`src/rtl/cache_fill_ctrl.sv`:
```
// CPU-side read sequencer for the LRU tag calculator: lookup, hit read, miss fill.
// Optional hit/miss statistics counters are enabled with CACHE_FILL_STATS_EN.
module cache_fill_ctrl #(
  parameter int DATA_W = 32,
  parameter int STAT_W = 16
) (
  input  logic              i_clk,
  input  logic              i_nreset,
  input  logic              i_cpu_req,
  input  logic [29:0]       i_cpu_addr,
  output logic              o_cpu_ack,
  output logic [DATA_W-1:0] o_cpu_rdata,
  output logic              o_calc_en,
  output logic [29:0]       o_calc_addr,
  output logic              o_calc_change_block,
  output logic              o_calc_ready_wr,
  input  logic              i_calc_miss,
  input  logic [7:0]        i_calc_addr,
  output logic [7:0]        o_dram_addr,
  output logic              o_dram_we,
  output logic [DATA_W-1:0] o_dram_wdata,
  input  logic [DATA_W-1:0] i_dram_rdata,
  output logic              o_mem_req,
  output logic [29:0]       o_mem_addr,
  input  logic              i_mem_rvalid,
  input  logic [DATA_W-1:0] i_mem_rdata,
  output logic              o_busy
`ifdef CACHE_FILL_STATS_EN
  ,
  input  logic              i_stat_clr,
  output logic [STAT_W-1:0] o_hit_cnt,
  output logic [STAT_W-1:0] o_miss_cnt
`endif
);

  typedef enum logic [2:0] {IDLE, LOOKUP, HIT_RD, MEM_REQ, FILL} state_t;

  state_t            state, state_nxt;
  logic [29:0]       addr_q;
  logic [7:0]        fill_addr_q;
  logic [DATA_W-1:0] data_q;
  logic              mem_first_q;

  always_ff @(posedge i_clk or negedge i_nreset) begin
    if (!i_nreset) state <= IDLE;
    else           state <= state_nxt;
  end

  // The calculator exposes the newly allocated index one cycle after the miss,
  // so the fill index is captured on the first MEM_REQ cycle only.
  always_ff @(posedge i_clk or negedge i_nreset) begin
    if (!i_nreset) begin
      addr_q      <= '0;
      fill_addr_q <= '0;
      data_q      <= '0;
      mem_first_q <= 1'b0;
    end else begin
      mem_first_q <= (state == LOOKUP);
      if (state == IDLE && i_cpu_req)          addr_q      <= i_cpu_addr;
      if (state == MEM_REQ && mem_first_q)     fill_addr_q <= i_calc_addr;
      if (state == MEM_REQ && i_mem_rvalid)    data_q      <= i_mem_rdata;
    end
  end

  always_comb begin
    state_nxt = state;
    case (state)
      IDLE:    if (i_cpu_req) state_nxt = LOOKUP;
      LOOKUP:  state_nxt = i_calc_miss ? MEM_REQ : HIT_RD;
      HIT_RD:  state_nxt = IDLE;
      MEM_REQ: if (i_mem_rvalid) state_nxt = FILL;
      FILL:    state_nxt = IDLE;
      default: state_nxt = IDLE;
    endcase
  end

  always_comb begin
    o_cpu_ack           = 1'b0;
    o_cpu_rdata         = '0;
    o_calc_en           = 1'b0;
    o_calc_addr         = addr_q;
    o_calc_change_block = 1'b0;
    o_calc_ready_wr     = 1'b0;
    o_dram_addr         = '0;
    o_dram_we           = 1'b0;
    o_dram_wdata        = '0;
    o_mem_req           = 1'b0;
    o_mem_addr          = '0;
    o_busy              = (state != IDLE);
    case (state)
      LOOKUP: begin
        o_calc_en           = 1'b1;
        o_calc_change_block = 1'b1;
        o_dram_addr         = i_calc_addr;
      end
      HIT_RD: begin
        o_cpu_ack   = 1'b1;
        o_cpu_rdata = i_dram_rdata;
      end
      MEM_REQ: begin
        o_mem_req  = 1'b1;
        o_mem_addr = addr_q;
      end
      FILL: begin
        o_dram_we       = 1'b1;
        o_dram_addr     = fill_addr_q;
        o_dram_wdata    = data_q;
        o_calc_ready_wr = 1'b1;
        o_cpu_ack       = 1'b1;
        o_cpu_rdata     = data_q;
      end
      default: ;
    endcase
  end

`ifdef CACHE_FILL_STATS_EN
  // Saturating counters; a clear overrides any increment in the same cycle.
  always_ff @(posedge i_clk or negedge i_nreset) begin
    if (!i_nreset) begin
      o_hit_cnt  <= '0;
      o_miss_cnt <= '0;
    end else if (i_stat_clr) begin
      o_hit_cnt  <= '0;
      o_miss_cnt <= '0;
    end else if (state == LOOKUP) begin
      if (!i_calc_miss && o_hit_cnt != '1)  o_hit_cnt  <= o_hit_cnt + 1'b1;
      if (i_calc_miss && o_miss_cnt != '1)  o_miss_cnt <= o_miss_cnt + 1'b1;
    end
  end
`endif

endmodule

```
`config.mk`:
```
export PLATFORM = sky130hd
export DESIGN_NAME = cache_fill_ctrl
export DESIGN_NICKNAME = d
export VERILOG_FILES = /design/src/rtl/cache_fill_ctrl.sv
export SDC_FILE = /design/constraint.sdc
export NUM_CORES = 1
export LEC_CHECK = 0
export CORE_MARGIN = 3
export CORE_UTILIZATION = 38
export CTS_CLUSTER_DIAMETER = 120
export DETAILED_ROUTE_END_ITERATION = 7
export PLACE_DENSITY = 0.92
export SLEW_MARGIN = 10
export SYNTH_ARGS = -nofsm -noshare
export SYNTH_HDL_FRONTEND = slang
export SYNTH_SLANG_ARGS = --single-unit
```
`constraint.sdc`:
```
create_clock -name i_clk -period 2.07 [get_ports i_clk]
set_input_delay 0.414 -clock i_clk [delete_from_list [all_inputs] [get_ports i_clk]]
set_output_delay 0.414 -clock i_clk [all_outputs]
set_load 0.03 [all_outputs]
```
Word-level counts from Yosys, hierarchy flattened
Index checks and enable logic that the tools add are counted.
- input bits: 107
- logic and storage cells: 30
- output and inout bits: 139
- flip-flop bits (word level): 74
- muxes and demuxes: 12
- reduce and logical (&&, ||, !) cells: 7
- equality and inequality tests: 6
- operators with widths (kind ; count):
    32-bit one-hot mux with 2 select lines ; 1
    32-bit two-way mux ; 1
    30-bit two-way mux ; 1
    8-bit one-hot mux with 2 select lines ; 1
    3-bit one-hot mux with 3 select lines ; 1
    3-bit by 2-bit == test with 1-bit output (second input constant) ; 2
    3-bit two-way mux ; 2
    1-bit two-way mux ; 5
    2-bit inequality test (second input constant) ; 2
    3-bit by 1-bit == test with 1-bit output (second input constant) ; 1
    3-bit == test (second input constant) ; 1
    1-bit logical AND ; 3
    3-bit logical NOT ; 1
    3-bit nonzero test ; 1
    2-bit AND reduction ; 1
    2-bit OR reduction ; 1

Longest topological paths before layout
- depth in word-level cells: 3
- gate-level depth with buffers: 5
- mapped depth without buffers: 2

Worst setup path after synthesis
No wires, ideal clock.
- path kind: register to output
- start: register state[1]
- end: output o_dram_wdata[0]
- cell stages (with the launch flop): 5
- arrival: 1.657 ns
- path buffers: 2
- setup slack: -0.001 ns
- data required time: 1.656 ns
- cells stage by stage: dfrtp_1 buf_2 nor3b_2 clkbuf_1 and2_1
- word-level cells in the longest chain between the ends: 2
- ends and longest elaborated chain (element ; line ; text):
    from (decl) ; 38 ; state_t state, state_nxt;
    from (signal assigned) ; 46 ; else state <= state_nxt;
    3-bit == test ; 90 ; case (state)
    32-bit two-way mux ; 90 ;
    to (decl) ; 21 ; output logic [DATA_W-1:0] o_dram_wdata,
Every way passes these cells.

Final worst setup path
- start: register state[2]
- end: output o_mem_addr[22]
- word-level cells in the longest chain between the ends: 2
- ends and longest elaborated chain (element ; line ; text):
    3-bit by 2-bit == test with 1-bit output ; 90 ;
    30-bit two-way mux ; 90 ;
    to (decl) ; 24 ; output logic [29:0] o_mem_addr,
Every way passes these cells.

==> metrics.yaml <==
run_status:
  run_status: "complete, but fails checks"
  violated_checks: "negative setup slack"
job:
  max_cap_viol_count: 0
drt:
  route.detailed.drc: 0
  vias: 4101
  vias_per_cell: 5.319
  routed_wire_length_um: 16290
  wl_per_cell_um: 21.13
  drt_iter0_markers: 320
  detail_route.first_pass.iterations: 5
  route.antenna.remaining_nets: 0
logic_synthesis:
  count_of_state_elements_after_synthesis: 74
  fraction_of_the_yosys_area_taken_by_sequential_cells_pct: 44.35
  synth.lib_cells_used.distinct: 23
  mappedNetlistNets: 487
  synthesis.instances: 380
  synth.yosys.warnings: 0
  synth_cell_area_um2: 4175
  post_synth.cell_area_avg_um2: 10.99
clock_network:
  sinks_on_the_clock_net: 74
  worst_setup_hold_path_clk_slew_ns: 0.09
  clockBufferDepth: 2
  clock_tree_from_tritoncts: "done"
  h_tree_lvl_count: 3
  clk-insertion-delay-late_ns: 0.34
  cts_buffers: 9
  cts_hold_bufs: 0
  cts.root.buffer_cell: "sky130_fd_sc_hd__clkbuf_8"
global_routing:
  via_count_of_the_first_global_routing_pass: 4275
  maximum_number_of_pins_on_one_net_before_global_route_repair: 75
  track_usage_pct: 23.15
  grt_first_pass_wirelength_um: 23080
  grt_remaining_overflow: 0
  antenna_found_initial: 0
finish:
  nNetsFinal: 737
  antenna_cells: 0
  regArea_um2: 1856
  drive_gt1_share_pct: 42.83
  num-fill-cells: 668
  multi_input_area_um2: 2326
  flow.area_growth_from_synthesis_pct: 84.96
floorplanning:
  die_area_um2: 12280
  pin_count: 246
  dieWidth_um: 110.8
  row_count: 37
  coreArea_um2: 10510
  starting_density_of_the_core_pct: 39.73
  die_y_um: 110.8
timing:
  final.setup.tns_ns: -2.392
  worst_case_headroom_to_the_max_slew_limit_pct: 71.34
  setup-violations-final: 63
  final.min_clock_period_ns: 2.162
  tightest_slew_ns: 0.4299
  timing.clock.skew_ns: 0.01525
  worst_hold_slack_ns: 0.07558
  max_freq_mhz: 462.5
  fin_crit_share_pct: 104.5
  grt_setup_unrepaired: "yes"
  hold_viol: 0
  final_critical_path_setup_slack_ns: -0.09213
  report.final.slew_viol_count: 0
critical_path:
  timing.critical_path.required_ns: 1.66
  worstPathCellList: "buf_6, and3b_2, buf_12, buf_16, and2_4, buf_6"
  timing.critical_path.arrival_ns: 1.75
  cp_dominant_cell_by_count: "sky130_fd_sc_hd__buf_6"
  setup.worst_path.start_class: "flop"
  crit_path_max_incr_delay_ns: 0.42
  end_kind: "output pin"
  critPathKind: "flop to output pin"
  critPathSlowestCell: "sky130_fd_sc_hd__dfrtp_2"
  timing.reg2reg.setup_slack_ns: 0.29
  worst-r2r-cell-count: 4
  critical_path.max_fanout: 8
  worst_r2r_startpoint: "state[0]"
  timing.rr.end: "o_calc_addr[2]"
power:
  finalPower_w: 0.01014
  power_per_cell_area_nw_per_um2: 1313
  power.static_leakage_nw: 3.231
  worst_case_vdd_ir_drop_uv: 974.7
placed_design:
  dp_hpwl_um: 9334
  globalplace.congestion: 0.8511
  portBuffers: 245
min_path:
  worst_hold_path_type: "primary input to async pin"
-- worst max path at each step --
stage / start / endpoint / slack, ns / depth (start not counted)
2_1_floorplan: state[1] / o_calc_en / 0.02 / 5
3_3_place_gp: state[0] / o_busy / 0.23 / 2
3_5_place_dp: i_cpu_req / o_calc_addr[27] / 0.22 / 4
4_1_cts: state[2] / o_mem_addr[14] / -0.1 / 5
5_1_grt: state[2] / o_mem_addr[7] / -0.16 / 6
6_report: state[2] / o_mem_addr[22] / -0.09 / 6
-- worst max-delay path: cells and delay by family (launching register included) --
| family | cells | cell delay, ns |
|---|---|---|
| buf+inv | 4 | 0.50 |
| flops | 1 | 0.42 |
| simple gates | 2 | 0.47 |
-- layer usage --
layer / global-route usage (%) / up-vias / wire (um)
li1: - / 1825 / -
met1: 26.38 / 2033 / 6070
met2: 41.95 / 220 / 8497
met3: 7.314 / 23 / 1364
met4: 5.747 / 0 / 359
met5: 0 / - / 0
-- cell type report --
cell class / instances / share of cell area, %
clock buffer: 10 / 1.782
clock inverter: 6 / 0.9397
inverter: 2 / 0.09721
multi-input combinational: 266 / 30.12
sequential: 74 / 24.03
tap: 136 / 2.203
timing repair buffer: 277 / 40.83
-- state kept, by name, summed over array words and instances (netlist names) --
| name | count |
|---|---|
| mem_first_q | 1 |
| state | 3 |
| fill_addr_q | 8 |
| data_q | 32 |
| o_calc_addr | 30 |
-- through the flow --
stage                     utilization [%]  cell area, um^2  worst slack (ns)  std cells
final                               73.48             7722          -0.09213        771
after global routing                73.48             7722           -0.1602        771
after CTS                           68.26             7173          -0.09533        761
after detailed placement            62.67             6586            0.2240        735
after global placement              62.67             6586            0.2292        735
after floorplan                         -             4177           0.01965        380
-- cells in the mapped netlist (all sizes together) --
cell,instances,share of area [%]
or2,1,0.15
nand2,1,0.090
mux2,70,19
nor4b,1,0.57
and2,62,9.3
dfrtp,74,44
a21oi,41,4.9
buf,20,3.2
nor2,2,0.18
and3b,1,0.21
a41o,1,0.24
clkbuf,18,1.6
nor3b,1,0.30
inv,2,0.18
nand3b,80,14
nand2b,1,0.15
xnor2,1,0.21
or3,1,0.15
nand4b,2,0.93
-- kinds of logic (layout without fill, tap and decap cells) --
group,after synthesis,count (layout),share of synthesized area (%)
compound gates,42,42,5.154
buf+inv,40,295,5.004
xor+xnor,1,1,0.2098
simple gates,153,153,26.40
mux,70,70,18.88
flops,74,74,44.35
-- layout by cell type, fill, tap and decap left out, drive strengths merged, types with 2 or more instances in the layout --
master	instances
clkdlybuf4s50	135
nand4b	2
mux2	70
a21oi	41
nor2	2
clkbuf	18
dfrtp	74
inv	4
buf	134
and2	62
nand3b	80
clkinv	2
-- timing repair --
action / in CTS / in global routing
setup buffers: 5 / 4
pin swaps: 12 / 13
endpoints found under the setup margin: 80 / 92
cloned: 5 / 8
gates resized for setup: 59 / 115
-- report_power, final --
part	switching [W]	internal, W	total [W]
registers	0.000644	0.00218	0.00282
logic	0.00321	0.00292	0.00614
clock network	0.000579	0.000603	0.00118
total	0.00444	0.00571	0.0101
No activity file was read; power rests on OpenSTA's default activity.
